`src/rtl/ifetch_ctrl.sv`:
```
// ifetch_ctrl: sequential instruction fetch sequencer. Issues word-aligned
// fetches to a fixed-latency memory port and buffers returned words in a
// prefetch FIFO. Decode takes them over a valid/ready handshake. Redirects
// flush both the in-flight fetches and the buffered words.
// Optional build macro: IFETCH_TRACE_EN adds a simulation-only $display trace
// of accepted instructions and redirects.
module ifetch_ctrl #(
   parameter logic [31:0] START_ADDR  = 32'h80020000,
   parameter int unsigned MEM_LATENCY = 1,
   parameter int unsigned FIFO_DEPTH  = 2
) (
   input  logic        clock,
   input  logic        reset,
   output logic        mem_req,
   output logic [31:0] mem_addr,
   input  logic [31:0] mem_rdata,
   output logic        inst_valid,
   input  logic        inst_ready,
   output logic [31:0] inst_pc,
   output logic [31:0] inst_data,
   input  logic        redirect_valid,
   input  logic [31:0] redirect_addr,
   input  logic        halt,
   output logic        misalign_err
);

   localparam int unsigned PTR_W = (FIFO_DEPTH > 1) ? $clog2(FIFO_DEPTH) : 1;
   localparam int unsigned CNT_W = PTR_W + 1;
   localparam int unsigned LAST  = MEM_LATENCY - 1;
   localparam int unsigned PC_W  = MEM_LATENCY * 32;

   typedef enum logic [1:0] {IDLE, RUN, HALTED} state_t;

   state_t                        state_q, state_d;
   logic [31:0]                   fetch_pc;
   logic                          epoch;
   logic [MEM_LATENCY-1:0]        pipe_vld;
   logic [MEM_LATENCY-1:0]        pipe_ep;
   logic [MEM_LATENCY-1:0][31:0]  pipe_pc;
   logic [31:0]                   fifo_pc   [FIFO_DEPTH];
   logic [31:0]                   fifo_data [FIFO_DEPTH];
   logic [PTR_W-1:0]              rd_ptr, wr_ptr;
   logic [CNT_W-1:0]              fifo_count;
   logic                          redir, pop, push;
   int unsigned                   occupancy;

   // Next state, fetch issue decision and FIFO push/pop qualification
   always_comb begin
      state_d    = state_q;
      mem_req    = 1'b0;
      redir      = redirect_valid && (state_q != IDLE);
      inst_valid = (fifo_count != '0);
      pop        = inst_valid && inst_ready && !redir;
      push       = pipe_vld[LAST] && (pipe_ep[LAST] == epoch) && !redir;
      // Crediting this cycle's pop lets a full pipeline sustain one fetch per cycle.
      occupancy  = 32'(fifo_count) + 32'($countones(pipe_vld)) - 32'(pop);
      case (state_q)
         IDLE:    state_d = RUN;
         RUN: begin
            if (halt) state_d = HALTED;
            mem_req = !halt && !redirect_valid && (occupancy < FIFO_DEPTH);
         end
         HALTED:  if (!halt) state_d = RUN;
         default: state_d = IDLE;
      endcase
   end

   // Control state, fetch PC, epoch and sticky misalignment flag
   always_ff @(posedge clock) begin
      if (reset) begin
         state_q      <= IDLE;
         fetch_pc     <= START_ADDR;
         epoch        <= 1'b0;
         misalign_err <= 1'b0;
      end else begin
         state_q <= state_d;
         if (redir) begin
            fetch_pc <= {redirect_addr[31:2], 2'b00};
            epoch    <= ~epoch;
            if (redirect_addr[1:0] != 2'b00) misalign_err <= 1'b1;
         end else if (mem_req) begin
            fetch_pc <= fetch_pc + 32'd4;
         end
      end
   end

   // In-flight valid shift register; a redirect also drops outstanding
   // valids so the one-bit epoch cannot alias across back-to-back redirects
   always_ff @(posedge clock) begin
      if (reset || redir) pipe_vld <= '0;
      else                pipe_vld <= MEM_LATENCY'({pipe_vld, mem_req});
   end

   // In-flight tags (epoch, pc) travel alongside the valid bits
   always_ff @(posedge clock) begin
      pipe_ep <= MEM_LATENCY'({pipe_ep, epoch});
      pipe_pc <= PC_W'({pipe_pc, fetch_pc});
   end

   // Prefetch FIFO pointers and occupancy; a redirect empties it
   always_ff @(posedge clock) begin
      if (reset || redir) begin
         rd_ptr     <= '0;
         wr_ptr     <= '0;
         fifo_count <= '0;
      end else begin
         if (push) wr_ptr <= wr_ptr + 1'b1;
         if (pop)  rd_ptr <= rd_ptr + 1'b1;
         if (push && !pop)      fifo_count <= fifo_count + 1'b1;
         else if (pop && !push) fifo_count <= fifo_count - 1'b1;
      end
   end

   // Prefetch FIFO storage
   always_ff @(posedge clock) begin
      if (push) begin
         fifo_pc[wr_ptr]   <= pipe_pc[LAST];
         fifo_data[wr_ptr] <= mem_rdata;
      end
   end

   assign mem_addr  = fetch_pc;
   assign inst_pc   = inst_valid ? fifo_pc[rd_ptr]   : '0;
   assign inst_data = inst_valid ? fifo_data[rd_ptr] : '0;

   // The issue throttle must keep every push within FIFO capacity
   assert property (@(posedge clock) disable iff (reset)
      !(push && !pop && (fifo_count == CNT_W'(FIFO_DEPTH))));

`ifdef IFETCH_TRACE_EN
   // Simulation trace of accepted instructions and redirects
   always_ff @(posedge clock) begin
      if (!reset && inst_valid && inst_ready) $display("IF: pc=%h inst=%h", inst_pc, inst_data);
      if (!reset && redir) $display("IF: redirect %h", redirect_addr);
   end
`else
   // Trace disabled: no display logic in this build
`endif

endmodule

```
`config.mk`:
```
export PLATFORM = sky130hd
export DESIGN_NAME = ifetch_ctrl
export DESIGN_NICKNAME = d
export VERILOG_FILES = /design/src/rtl/ifetch_ctrl.sv
export SDC_FILE = /design/constraint.sdc
export NUM_CORES = 1
export LEC_CHECK = 0
export CAP_MARGIN = 40
export CELL_PAD_IN_SITES_DETAIL_PLACEMENT = 1
export CELL_PAD_IN_SITES_GLOBAL_PLACEMENT = 2
export CORE_ASPECT_RATIO = 1.75
export CORE_UTILIZATION = 36
export DETAILED_ROUTE_END_ITERATION = 10
export PLACE_DENSITY = 0.86
export SYNTH_ARGS = -nofsm -noshare
export SYNTH_HDL_FRONTEND = slang
export SYNTH_SLANG_ARGS = --single-unit
```
`constraint.sdc`:
```
create_clock -name clock -period 11.7 [get_ports clock]
set_clock_uncertainty 0.05 [all_clocks]
set_input_delay 2.34 -clock clock [delete_from_list [all_inputs] [get_ports clock]]
set_output_delay 2.34 -clock clock [all_outputs]
set_load 0.1 [all_outputs]
```
# After elaboration in Yosys (flattened, before gate mapping)
# Memories as Yosys holds them, arrays and structs flattened. A register that Yosys moved wholly into a read port is not among the register bits.
# Index checks and enable logic that the tools add are counted.
# totals
register_bits,74
latch_bits,0
ram_bits,128
mem_bits_ro,0
out_inout_bits,99
word_cells,67
n_memories,2
# memory_table
name,words,width,rd,rd_ports_with_merged_regs,wr,line,text
fifo_data,2,32,1,1,1,41,logic [31:0] fifo_data [FIFO_DEPTH];
fifo_pc,2,32,1,1,1,40,logic [31:0] fifo_pc [FIFO_DEPTH];
# classes
n_addsub,7
n_mul,0
div_mod_pow,0
order_cmp,1
n_eq_ne,5
shift,0
mux,16
bitwise,1
reduce_logical,24
# ops
op,n
2-to-1 mux 32 bit,4
"adder 32 x 3 -> 32 bit, second input constant",1
"less-than comparator 32 x 2 -> 1 bit, second input constant",1
nonzero test 2 bit,5
logical AND 1 bit,9
2-to-1 mux 2 bit,4
2-to-1 mux 1 bit,7
one-hot mux 2 bit (3 select lines),1
zero test 1 bit,5
"!= test 2 bit, second input constant",2
AND reduction 2 bit,2
subtractor 3 x 1 -> 4 bit,1
adder 2 x 1 -> 3 bit,1
"adder 1 bit, second input constant",2
"adder 2 x 1 -> 2 bit, second input constant",1
"equality test 2 x 1 -> 1 bit, second input constant",1
"equality test 2 bit, second input constant",1
zero test 2 bit,1
OR reduction 2 bit,1
"subtractor 2 x 1 -> 2 bit, second input constant",1
equality test 1 bit,1
logical OR 1 bit,1
NOT 1 bit,1

# Logic depth before layout (Yosys ltp)
# Gate-level depths: netlist of the first run.
# depth
ltp_word,10
ltp_mapped,12

# Least setup slack after synthesis of the first run
# OpenSTA, ideal clock, no wires.
# synth_path
path_type,in2out
startpoint,in redirect_valid
endpoint,out mem_req
arrival_ns,5.399
setup_slack_ns,3.911
path_stages,7
n_path_buf,1
cell_sequence,o21ai_0 > clkbuf_1 > nand3_1 > or2_2 > a21boi_0 > fa_1 > nor3_2
# synth_between
elab_chain_len,7
elab_cells_between_ends,9
classes_between,add/sub (1); order compare (1); mux (1); reduce/logical (6)
# synth_lines
item,line,text
"start, declared",21,"input logic redirect_valid,"
logical AND 1 bit,51,redir = redirect_valid && (state_q != IDLE);
zero test 1 bit,53,pop = inst_valid && inst_ready && !redir;
logical AND 1 bit,53,
subtractor 3 x 1 -> 4 bit,56,occupancy = 32'(fifo_count) + 32'($countones(pipe_vld)) - 32'(pop);
less-than comparator 32 x 2 -> 1 bit,61,mem_req = !halt && !redirect_valid && (occupancy < FIFO_DEPTH);
logical AND 1 bit (*),61,
2-to-1 mux 1 bit (*),57,case (state_q)
"end, declared",14,"output logic mem_req,"
# Mark *: on every way between the ends. The rest lies on a longest branch, timed or not.

# Final worst setup path of the first run
# Same ends and word-level chain as after synthesis.

==> flow_summary.ini, run 1 <==
[outcome]
status = completed

[power]
ir_drop_mv = 0.0898
p_per_area_nw_per_um2 = 146
power.leakage_nw = 4.00

[clock_network]
clk_pin_slew_ns = 0.07
numCtsBuffers = 17
clk_latency_ns = 0.43
cts_resized = 0
cts_tree = done
clock_path_buffers = 2
cts_hold_buf = 0
cts_sinks = 195
postCtsSetupRepairBufs = 0
htree_levels = 4
cts-root-buf = clkbuf_16

[synthesis]
synth-edff-count = 124
synth_top_area_cell = edfxtp_1
async_reset_ff_share_pct = 0
syn_inst = 553
syn_area_sq_um = 7440
synth_ff_type = edfxtp_1
synthTopCellsByArea = edfxtp_1 50%, dfxtp_1 19%, mux2i_1 8.7%
avgSynthCellArea_sq_um = 13.5
ys_warn_count = 0
synth-seq-area-share_pct = 69.2
ys_ff_latch = 195
synth_top_area_share_pct = 50.1
yosysUniqueCellTypes = 45

[grt]
overflow = 0
antenna_found_initial = 1
grt_pass1_vias = 5909
grt_pass1_wl_mm = 31.8
track_usage_pct = 19.7
grt_max_degree = 64

[detailed_routing]
wl_met3_um = 471
vias_per_cell = 4.92
wl_mm = 20.4
wl_met1_mm = 7.36
firstDrtPassIters = 4
top_layer_used = met4
drc = 0
ant_nets = 0
wire_per_inst_um = 19.0
vias = 5288
drt_iter0_drc = 150
wl_met2_mm = 11.9

[setup_path]
arrival_ns = 5.53
cp.required_ns = 9.31
critPathKind = in2out
cpMostUsedCell = clkdlybuf4s50_1
cpLargestDelayFamily = buffers and inverters
r2r_slack_ns = 7.65
path_cells = clkdlybuf4s50_1 > o21ai_2 > nand3_1 > or2_2 > a21boi_0 > fa_1 > nor3_2 > clkdlybuf4s50_1 > buf_8
cp.buffers_inverters = 3
reg2reg_depth = 11
worst_path_largest_cell_delay_ns = 0.61
path_max_fanout = 5
crit_slowest_cell = clkdlybuf4s50_1
start_kind = input port
reg2reg_to = mem_addr[23]
crit-reg2reg-launch = fifo_count[0]
end_kind = primary output

[floorplan]
core-area_sq_um = 20300
initial_core_util_pct = 36.7
ios = 168
dieArea_sq_um = 21300
die_h_um = 192
rows = 69
die_w_um = 111

[timing]
worst_pin_slew_ns = 0.882
setup_violations = 0
drv_slew = 0
fmax_ghz = 0.126
period_share_pct = 67.7
worst_hold_slack_ns = 0.349
tns_ns = 0
hold_viol = 0
max-slew-margin-rel_pct = 41.2
fin_crit_ns = 7.92
layout_setup_ws_ns = 3.78
rsz0062_at_grt = no

[flow_run]
max_cap_viol_count = 0

[placed_design]
post-place-ws_ns = 3.78
gp_congestion = 0.797
dpl.hpwl_mm = 14.9
port_buffers = 163

[worst_hold_path]
min_from = epoch
hp-class = reg2reg
whs_path_depth = 0
whs_endpoint = pipe_ep

[finish]
fillers = 1942
nets = 883
drive_gt1_share_pct = 17.6
syn_to_final_growth_pct = 55.6
## kinds of logic (layout without fill, tap and decap cells)
logic type      after synthesis  in the layout  share of synthesized area (%)
flops                       195            195                           69.2
simple gates                170            170                           11.0
mux                          66             66                           8.90
compound gates               46             46                           4.17
buf+inv                      40            308                           2.37
xor+xnor                     31             31                           3.65
fa+ha+maj                     4              4                          0.740
other cells                   1              6                         0.0504
## metrics by stage
stage / util, % / cell area (sq um) / total power, W / std cells
floorplan: - / 7450 / 0.000985 / 556
global placement: 46.0 / 9320 / 0.00106 / 943
detailed placement: 54.3 / 11000 / 0.00115 / 1040
CTS: 57.0 / 11600 / 0.00171 / 1072
global route: 57.1 / 11600 / 0.00175 / 1073
finish: 57.1 / 11600 / 0.00169 / 1074
## how the worst max path moves through the flow
stage | start | endpoint | slack, ns | cells after the start
3_3_place_gp | redirect_valid | mem_req | 3.45 | 8
4_1_cts | redirect_valid | mem_req | 3.77 | 9
5_1_grt | redirect_valid | mem_req | 3.60 | 9
6_report | redirect_valid | mem_req | 3.78 | 9
3_5_place_dp | redirect_valid | mem_req | 3.78 | 9
2_1_floorplan | redirect_valid | mem_req | 3.91 | 7
## cells in the mapped netlist, types with 2 or more instances
cell       number
nand4_1        17
edfxtp_1      124
and3_1          4
a211oi_2        5
and4_1          4
nand3_1         9
ha_1            2
or2_2           2
o21ai_1         9
a211oi_1        7
nor4_1          3
buf_4           5
a31oi_1         2
dfxtp_1        71
xnor2_1        10
inv_1          11
clkbuf_1       18
o21ai_0         8
nor4_4          2
buf_1           5
xor2_1         21
a21oi_1         7
mux2i_1        65
o22ai_1         2
nor2_1         90
a2bb2oi_1       2
and2_1          4
nand2_1        27
## layer usage
| metal | track usage (%) | up-vias |
|---|---|---|
| met2 | 38.4 | 135 |
| met5 | 0 | - |
| met4 | 9.44 | 0 |
| li1 | - | 2495 |
| met1 | 20.2 | 2625 |
| met3 | 3.16 | 33 |
## registers in the layout, indices dropped and copies added (netlist names), named ones only
name / count
pipe_pc: 30
state_q: 2
fifo_data: 64
fifo_pc: 60
mem_addr: 30
wr_ptr: 1
misalign_err: 1
epoch: 1
pipe_vld: 1
fifo_count: 2
pipe_ep: 1
rd_ptr: 1
## power breakdown
| group | switching (W) | internal [W] | leakage [nW] | total (W) |
|---|---|---|---|---|
| combinational | 0.000220 | 0.000135 | 2.03 | 0.000355 |
| clock | 0.000241 | 0.000320 | 0.263 | 0.000561 |
| sequential | 0.0000243 | 0.000755 | 1.71 | 0.000779 |
| total | 0.000485 | 0.00121 | 4.00 | 0.00169 |
## cell usage in the layout, fill, tap and decap left out, drive strengths merged, types with 3 or more instances in the layout
cell type / instances
clkdlybuf4s50: 163
edfxtp: 124
buf: 102
nor2: 90
dfxtp: 71
mux2i: 65
nand2: 27
clkbuf: 23
xor2: 21
nand4: 17
o21ai: 17
inv: 12
a211oi: 12
xnor2: 10
nand3: 10
a21oi: 7
and2: 5
nor4: 5
and4: 4
and3: 4
conb: 4
clkinvlp: 3
clkinv: 3
## layout make-up
class,instances,area [sq um],share of cell area (%)
sequential,195,5150,44.5
inverter,11,41.3,0.357
multi-input combinational,321,2150,18.6
timing repair buffer,265,3360,29.0
clock inverter,9,104,0.897
clock buffer,23,458,3.96
antenna,2,5.00,0.0432
tap,248,310,2.68
(Power assumes the default switching activity.)
==> run 2: changes to the inputs <==
--- a/config.mk
+++ b/config.mk
@@ -9,9 +9,9 @@
 export CELL_PAD_IN_SITES_DETAIL_PLACEMENT = 1
 export CELL_PAD_IN_SITES_GLOBAL_PLACEMENT = 2
 export CORE_ASPECT_RATIO = 1.75
-export CORE_UTILIZATION = 36
+export CORE_UTILIZATION = 34
 export DETAILED_ROUTE_END_ITERATION = 10
-export PLACE_DENSITY = 0.86
+export PLACE_DENSITY = 0.82
 export SYNTH_ARGS = -nofsm -noshare
 export SYNTH_HDL_FRONTEND = slang
 export SYNTH_SLANG_ARGS = --single-unit
==> constraint.sdc (replaced) <==
create_clock -name clock -period 7.85 [get_ports clock]
set_clock_uncertainty 0.05 [all_clocks]
set_input_delay 1.57 -clock clock [delete_from_list [all_inputs] [get_ports clock]]
set_output_delay 1.57 -clock clock [all_outputs]
set_load 0.1 [all_outputs]
==> run 2 against run 1 <==
  * Worst hold slack got worse by 0.0055 ns
  * Die area increased by 5.8%
  * Critical path type unchanged
  * Largest cell class unchanged
  * Core utilization decreased by 2.4 points
==> flow_summary.ini, run 2 (synthesis results as in run 1) <==
[outcome]
status = completed

[clock_network]
clk_pin_slew_ns = 0.07
cts-root-buf = clkbuf_16
cts_hold_buf = 0
postCtsSetupRepairBufs = 0
cts_resized = 0
htree_levels = 4
clock_path_buffers = 2
clk_latency_ns = 0.43
numCtsBuffers = 17
cts_sinks = 195
cts_tree = done

[setup_path]
critPathKind = in2out
crit_start = redirect_valid
arrival_ns = 4.55
end_kind = primary output
crit-reg2reg-launch = fifo_count[0]
path_max_fanout = 29
cp.required_ns = 6.23
start_kind = input port

[finish]
top_regs = fifo_data: 64 flops, fifo_pc: 60 flops
layout_common_cells = 162 x clkdlybuf4s50_1, 124 x edfxtp_1, 87 x nor2_1
fillers = 2131
largest_reg_flops = 64
nets = 883
syn_to_final_growth_pct = 57.9
final_util_pct = 54.6
final_cells = 1117
final_common_cell = clkdlybuf4s50_1
drive_gt1_share_pct = 18.3
top_register = fifo_data

[detailed_routing]
vias_per_cell = 4.68
drc = 0
ant_nets = 0
wl_mm = 20.2
firstDrtPassIters = 4
vias = 5231
drt_iter0_drc = 195
wire_per_inst_um = 18.1

[floorplan]
rows = 71
die_h_um = 198
dieArea_sq_um = 22500
ios = 168
die_w_um = 114
core-area_sq_um = 21500
initial_core_util_pct = 34.6

[placed_design]
port_buffers = 163
placedCellCount = 1084
gp_congestion = 0.751
dpl.hpwl_mm = 14.8
post-place-ws_ns = 1.67

[timing]
tns_ns = 0
fin_crit_ns = 6.17
worst_pin_slew_ns = 0.889
rsz0062_at_grt = no
period_share_pct = 78.6
layout_setup_ws_ns = 1.68
hold_viol = 0
setup_violations = 0
drv_slew = 0
max-slew-margin-rel_pct = 40.7
fmax_ghz = 0.162
worst_hold_slack_ns = 0.344

[power]
ir_drop_mv = 0.116
p_per_area_nw_per_um2 = 218
power.leakage_nw = 4.07

[grt]
overflow = 0
track_usage_pct = 18.8
grt_pass1_wl_mm = 31.6
grt_pass1_vias = 5882
antenna_found_initial = 1
grt_max_degree = 64

[worst_hold_path]
min_from = epoch
hp-class = reg2reg

[flow_run]
max_cap_viol_count = 0
run 2: critical path: stages:
cell	delay [ns]
clkdlybuf4s50_1	0.45
o21ai_2	0.07
buf_4	0.32
nand3_1	0.20
or2_2	0.33
a21boi_0	0.24
fa_1	0.59
nor3_2	0.38
buf_4	0.37
run 2: layout make-up:
cell class	count	area [sq um]	share of cell area, %
Sequential cell	195	5150	43.8
Multi-Input combinational cell	321	2150	18.3
Clock buffer	21	503	4.28
Tap cell	292	365	3.11
Clock inverter	11	91.3	0.778
Antenna cell	1	2.50	0.0213
Timing Repair Buffer	265	3440	29.3
Inverter	11	41.3	0.352
run 2: metal layers:
layer  wire length [um]  track usage (%)  up-vias
met4                786             9.86        0
met3                607             3.19       43
met1               7190             18.5     2561
li1                   -                -     2499
met2              11600             36.8      128
met5                  0                0        -
run 2: final timing paths:
path	end	slack (ns)	cells after the start
worst max-delay path	mem_req	1.68	9
worst max register to register	mem_addr[29]	3.77	11
worst min-delay path	pipe_ep	0.34	0
worst min register to register	pipe_ep	0.34	0
run 2: per-stage QoR:
step                      power (W)  instance area, sq um
after global placement      0.00159                  9370
after detailed placement    0.00172                 11100
after floorplan             0.00147                  7450
after global routing        0.00264                 11700
after CTS                   0.00259                 11700
final                       0.00256                 11700
run 2: power by group:
group	total (W)	switching, W	leakage (nW)	internal (W)
sequential	0.00116	0.0000344	1.71	0.00112
clock	0.000866	0.000374	0.296	0.000492
combinational	0.000536	0.000330	2.06	0.000206
